$ cat config.mk
export PLATFORM = sky130hd
export DESIGN_NAME = seq_subtractor_slice_flat
export DESIGN_NICKNAME = d
export VERILOG_FILES = /design/src/rtl/seq_subtractor_slice_if.sv /design/src/rtl/seq_subtractor_slice.sv /design/src/flat_wrapper.sv
export SDC_FILE = /design/constraint.sdc
export NUM_CORES = 1
export LEC_CHECK = 0
export CAP_MARGIN = 5
export CORE_UTILIZATION = 55
export CTS_CLUSTER_SIZE = 12
export DETAILED_ROUTE_END_ITERATION = 7
export PLACE_DENSITY_LB_ADDON = 0.25
export SETUP_SLACK_MARGIN = 0.4
export SLEW_MARGIN = 40
export SYNTH_ARGS = -nofsm -noshare
export SYNTH_HDL_FRONTEND = slang
export SYNTH_SLANG_ARGS = --single-unit
$ cat constraint.sdc
create_clock -name clk -period 7.79 [get_ports clk]
set_clock_uncertainty 0.15 [all_clocks]
set_input_delay 1.558 -clock clk [delete_from_list [all_inputs] [get_ports clk]]
set_output_delay 1.558 -clock clk [all_outputs]
set_load 0.03 [all_outputs]
$ cat src/rtl/seq_subtractor_slice_if.sv
// Operand/result handshake bundle for the sliced subtractor.
// master = producer/consumer side, slave = subtractor side.
interface seq_subtractor_slice_if #(
  parameter int WIDTH = 64
);
  logic             in_valid;
  logic             in_ready;
  logic [WIDTH-1:0] a;
  logic [WIDTH-1:0] b;
  logic             out_valid;
  logic             out_ready;
  logic [WIDTH-1:0] diff;
  logic             borrow;
  logic             zf;
  logic             sf;
  logic             of;

  modport master (
    output in_valid, a, b, out_ready,
    input  in_ready, out_valid, diff, borrow, zf, sf, of
  );

  modport slave (
    input  in_valid, a, b, out_ready,
    output in_ready, out_valid, diff, borrow, zf, sf, of
  );
endinterface

$ cat src/rtl/seq_subtractor_slice.sv
// Multi-cycle a - b (as a + ~b + 1), one SLICE-bit ripple segment per clock,
// with Y86-style borrow/zero/sign/overflow flags and valid/ready on both sides.
module seq_subtractor_slice #(
  parameter int WIDTH = 64,
  parameter int SLICE = 4
) (
  input  logic                 clk,
  input  logic                 reset,
  seq_subtractor_slice_if.slave bus
);
  localparam int NSLICE = WIDTH / SLICE;
  localparam int IDXW   = (NSLICE > 1) ? $clog2(NSLICE) : 1;

  typedef enum logic [1:0] {
    ST_IDLE = 2'd0,
    ST_BUSY = 2'd1,
    ST_DONE = 2'd2
  } state_t;

  state_t           state_r;
  logic [WIDTH-1:0] a_r;
  logic [WIDTH-1:0] bn_r;
  logic             carry_r;
  logic [IDXW-1:0]  idx_r;
  logic [WIDTH-1:0] diff_r;
  logic             borrow_r;
  logic             zf_r;
  logic             sf_r;
  logic             of_r;
  logic             in_ready_r;
  logic             out_valid_r;

  int               base_s;
  logic [SLICE-1:0] sum_s;
  logic             carry_out_s;
  logic [WIDTH-1:0] next_diff_s;

  function automatic logic [SLICE:0] slice_add(
    input logic [SLICE-1:0] x,
    input logic [SLICE-1:0] y,
    input logic             cin
  );
    slice_add = {1'b0, x} + {1'b0, y} + {{SLICE{1'b0}}, cin};
  endfunction

  // Current slice sum and the diff word as it will look once this slice is written.
  always_comb begin
    base_s                        = int'(idx_r) * SLICE;
    {carry_out_s, sum_s}          = slice_add(a_r[base_s +: SLICE], bn_r[base_s +: SLICE], carry_r);
    next_diff_s                   = diff_r;
    next_diff_s[base_s +: SLICE]  = sum_s;
  end

  // Handshake FSM, slice sequencing and registered result/flags.
  always_ff @(posedge clk) begin
    if (reset) begin
      state_r     <= ST_IDLE;
      a_r         <= {WIDTH{1'b0}};
      bn_r        <= {WIDTH{1'b0}};
      carry_r     <= 1'b0;
      idx_r       <= {IDXW{1'b0}};
      diff_r      <= {WIDTH{1'b0}};
      borrow_r    <= 1'b0;
      zf_r        <= 1'b0;
      sf_r        <= 1'b0;
      of_r        <= 1'b0;
      in_ready_r  <= 1'b1;
      out_valid_r <= 1'b0;
    end else begin
      case (state_r)
        ST_IDLE: begin
          if (bus.in_valid) begin
            a_r        <= bus.a;
            bn_r       <= ~bus.b;
            carry_r    <= 1'b1;
            idx_r      <= {IDXW{1'b0}};
            in_ready_r <= 1'b0;
            state_r    <= ST_BUSY;
          end
        end
        ST_BUSY: begin
          diff_r  <= next_diff_s;
          carry_r <= carry_out_s;
          if (idx_r == IDXW'(NSLICE - 1)) begin
            // Flags come from the completed word, so use next_diff_s, not diff_r.
            borrow_r    <= ~carry_out_s;
            zf_r        <= (next_diff_s == {WIDTH{1'b0}});
            sf_r        <= next_diff_s[WIDTH-1];
            of_r        <= (a_r[WIDTH-1] == bn_r[WIDTH-1]) && (next_diff_s[WIDTH-1] != a_r[WIDTH-1]);
            idx_r       <= {IDXW{1'b0}};
            out_valid_r <= 1'b1;
            state_r     <= ST_DONE;
          end else begin
            idx_r <= idx_r + IDXW'(1);
          end
        end
        ST_DONE: begin
          if (bus.out_ready) begin
            out_valid_r <= 1'b0;
            in_ready_r  <= 1'b1;
            state_r     <= ST_IDLE;
          end
        end
        default: begin
          out_valid_r <= 1'b0;
          in_ready_r  <= 1'b1;
          state_r     <= ST_IDLE;
        end
      endcase
    end
  end

  assign bus.in_ready  = in_ready_r;
  assign bus.out_valid = out_valid_r;
  assign bus.diff      = diff_r;
  assign bus.borrow    = borrow_r;
  assign bus.zf        = zf_r;
  assign bus.sf        = sf_r;
  assign bus.of        = of_r;
endmodule

$ cat src/flat_wrapper.sv
// flat-port wrapper written by rule: the top's interface ports become plain ports
module seq_subtractor_slice_flat 
#(
  parameter int WIDTH = 64,
  parameter int SLICE = 4
)
  (clk, reset, bus_in_valid, bus_a, bus_b, bus_out_ready, bus_in_ready, bus_out_valid, bus_diff, bus_borrow, bus_zf, bus_sf, bus_of);
  seq_subtractor_slice_if #(.WIDTH(WIDTH)) bus_i ();
  input  logic clk;
  input  logic reset;
  input wire logic [$bits(bus_i.in_valid)-1:0] bus_in_valid;
  input wire logic [$bits(bus_i.a)-1:0] bus_a;
  input wire logic [$bits(bus_i.b)-1:0] bus_b;
  input wire logic [$bits(bus_i.out_ready)-1:0] bus_out_ready;
  output wire logic [$bits(bus_i.in_ready)-1:0] bus_in_ready;
  output wire logic [$bits(bus_i.out_valid)-1:0] bus_out_valid;
  output wire logic [$bits(bus_i.diff)-1:0] bus_diff;
  output wire logic [$bits(bus_i.borrow)-1:0] bus_borrow;
  output wire logic [$bits(bus_i.zf)-1:0] bus_zf;
  output wire logic [$bits(bus_i.sf)-1:0] bus_sf;
  output wire logic [$bits(bus_i.of)-1:0] bus_of;
  assign bus_i.in_valid = bus_in_valid;
  assign bus_i.a = bus_a;
  assign bus_i.b = bus_b;
  assign bus_i.out_ready = bus_out_ready;
  assign bus_in_ready = bus_i.in_ready;
  assign bus_out_valid = bus_i.out_valid;
  assign bus_diff = bus_i.diff;
  assign bus_borrow = bus_i.borrow;
  assign bus_zf = bus_i.zf;
  assign bus_sf = bus_i.sf;
  assign bus_of = bus_i.of;
  seq_subtractor_slice #(.WIDTH(WIDTH), .SLICE(SLICE)) u_core (.clk(clk), .reset(reset), .bus(bus_i));
endmodule
==> results.md <==
- Outcome: complete, no violations
- Post-route DRC: 0
- Post-synth top flop: dfxtp_1
- Max Cap Viol: 0
- Period utilization: 65.7%
- Setup violators final: 0
- Vias post-DR: 8371
- Die H: 132 um
- Global-route wire length before repair: 41600 um
- Post-synthesis sequential area ratio: 44.0%
- GRT Overall Usage: 29.9%
- CP Capture Type: flip-flop
- Crit Path Max Fanout: 37
- Drt total wl: 26100 um
- Post-CTS Setup Bufs: 0
- CTS sink count: 205
- Area share of the largest cell type after synthesis: 44.0%
- CORE AREA: 16600 um2
- H-Tree Depth: 1
- Number of global-route vias before repair: 7938
- Fin. Hold Viols: 0
- Syn Nets: 1194
- Distinct cell type count after synthesis: 73
- # IOs: 202
- Power Total: 2.52 mW
- RSZ-0062 raised after global routing: false
- Worst-Skew Late Latency: 0.51 ns
- CTS tree: yes
- Largest net degree at the start of global routing: 133
- Routed Antenna Nets: 0
- Die area: 17500 um2
- Hold Crit Class: reg -> reg
- Number of antenna violations at the first check in global routing: 0
- Critical Path Start Type: flip-flop
- Drt initial violations: 655
- Initial Utilization: 56.2%
- WL per Instance: 18.2 um
- Worst hold path depth: 2
- Layout area overhead: 29.1%
- Relative slew slack: 44.8%
- FMAX: 0.195 GHz
- Post_cts resized: 0
- N_diodes: 0
- Root Driver: clkbuf_16
- Worst hold slack: 0.302 ns
- R2R Path Start: u_core.idx_r[0]
- Ys async rst share: 0%
- Worst path required time: 8.10 ns
- CP arrival: 5.43 ns
- Cell Area, Synth: 9320 um2
- DP HPWL: 18100 um
- Sum of negative setup slack: 0 ns
- Clock Pin Slew Worst Setup and Hold Paths: 0.06 ns
- DR pass1 iterations: 5
- Die Wd: 132 um
- Syn Area/Cell: 8.87 um2
- Layout Nets: 1342
- Cell area power density: 209 nW/um2
- Vias per inst: 5.85
- Std cell rows: 47
- Num CTS Buffers: 22
- Synth top area cells: dfxtp_1 44%, mux4_2 9.7%, nor2_1 6.4%, nand2_1 6.2%, a21oi_1 6.1%
- Min-delay src: u_core.a_r[3]
- Hold buffer count at cts: 0
- Max Transition Viols Final: 0
- Share of cells above drive strength 1: 9.17%
- Worst reg-to-reg path cell count: 13
- Period minus WS final: 5.12 ns
- Pleak: 4.31 nW
- Cell taking the most area after synthesis: dfxtp_1
- Post-synth EDFFs: 0
- Worst-Margin Slew: 0.828 ns
- WS Path Type: reg -> reg
- Yosys Warn Count: 0
- Port-buffer cells: 201
- Clock tree buffer depth: 3
- Post-Syn Instances: 1051
- Gp weighted congestion: 0.945
- Grt total ovfl: 0
- Seq cells post-synth: 205
- Hold Path End: u_core.a_r[3]
- R2R Path End: u_core.bus.zf
- Peak supply drop: 0.134 mV
- Reg2Reg Setup Slack: 2.67 ns
-- per-stage QoR --
step	worst slack [ns]	std cells	utilization (%)	cell area, um2
6_report	2.67	1431	72.5	12000
5_1_grt	2.34	1431	72.5	12000
4_1_cts	2.60	1431	72.5	12000
3_5_place_dp	2.62	1395	68.3	11300
3_3_place_gp	2.44	1395	68.1	11300
2_1_floorplan	3.31	1051	-	9320
-- layer usage --
| layer | up-vias | share of wire, % | routed length (um) | GRT usage (%) |
|---|---|---|---|---|
| li1 | 4014 | - | - | - |
| met1 | 3977 | 42 | 11000 | 39.7 |
| met2 | 322 | 49 | 12800 | 50.6 |
| met3 | 58 | 5.8 | 1500 | 4.08 |
| met4 | 0 | 2.9 | 763 | 9.17 |
| met5 | - | 0 | 0 | 0 |
-- synthesized netlist by cell type, types with 3 or more instances --
master and count:
buf_2 5, clkbuf_1 67, nor4_1 3, buf_1 5, a21oi_1 113, a211oi_1 68
mux2i_1 30, a22oi_1 3, nor3_1 33, nor2_1 159, nand2_1 155, buf_6 5
mux2_2 3, mux4_2 40, or2_2 6, nand4_1 7, nor2b_1 7, o211ai_1 5
nand2b_1 3, and3b_1 4, inv_1 8, and2_1 3, nand3_1 10, o21ai_0 28
and3_1 4, ha_1 9, dfxtp_1 205
-- kinds of logic after synthesis --
kind of cell | Yosys count | share of synthesized area [%]
flip-flops | 205 | 44.0
multiplexers | 74 | 13.4
AND/OR/NAND/NOR | 415 | 19.5
adder cells (fa/ha/maj) | 11 | 1.64
XOR/XNOR | 4 | 0.457
AO/OA/AOI/OAI | 247 | 16.6
buffers and inverters | 95 | 4.38
-- worst max-delay path by stage --
stage / startpoint / cells after the start / slack (ns) / end
global placement: u_core.idx_r[0] / 13 / 2.44 / u_core.bus.zf
detailed placement: u_core.idx_r[0] / 13 / 2.62 / u_core.bus.zf
finish: u_core.idx_r[0] / 13 / 2.67 / u_core.bus.zf
CTS: u_core.idx_r[0] / 13 / 2.60 / u_core.bus.zf
global route: u_core.idx_r[0] / 13 / 2.34 / u_core.bus.zf
floorplan: u_core.idx_r[0] / 14 / 3.31 / u_core.bus.zf
-- final cells by class --
type / count / area [um2]
clock buffer: 34 / 667
multi-input combinational: 751 / 4820
tap: 220 / 275
inverter: 11 / 41.3
clock inverter: 2 / 35.0
fill: 1280 / 4550
sequential: 205 / 4110
timing repair buffer: 208 / 2080
-- placed cells by master, fill, tap and decap left out, types with 3 or more instances in the layout --
cell	synthesis	routed
o21ai_0	28	28
nand4_1	7	7
o211ai_1	5	5
nand3_1	10	10
a211oi_1	68	68
mux2i_1	30	30
dfxtp_1	205	202
a22oi_1	3	3
ha_1	9	9
a21oi_1	113	113
nor4_1	3	3
clkdlybuf4s50_1	0	200
nand2_1	155	154
clkbuf_16	0	23
nor3_1	33	33
mux2_2	3	3
and3_1	4	4
nor2_1	159	159
mux4_2	40	40
nand2b_1	3	3
nor2b_1	7	7
clkbuf_8	0	6
clkbuf_1	67	6
or2_2	6	6
inv_1	8	8
buf_4	2	5
and3b_1	4	4
-- critical path, stage by stage, from the launching register on --
cell       delay, ns
dfxtp_4         0.72
buf_4           0.43
mux4_2          0.55
mux4_2          0.49
fa_1            0.43
inv_1           0.08
fa_1            0.49
and3b_1         0.28
and3_1          0.18
a221oi_1        0.26
nor4b_1         0.42
o2111ai_1       0.17
nor4_1          0.25
a32o_1          0.17
-- state kept, by name, indices dropped and copies added (netlist names) --
name,count
u_core.a_r,64
u_core.bn_r,64
u_core.bus.borrow,1
u_core.bus.diff,64
u_core.bus.in_ready,1
u_core.bus.of,1
u_core.bus.out_valid,1
u_core.bus.sf,1
u_core.bus.zf,1
u_core.carry_r,1
u_core.idx_r,4
u_core.state_r,2
-- power by group --
| group | internal, mW | switching, mW |
|---|---|---|
| clock network | 0.616 | 0.408 |
| registers | 1.10 | 0.0407 |
| logic | 0.162 | 0.192 |
| total | 1.88 | 0.641 |
No activity file was read; power rests on OpenSTA's default activity.
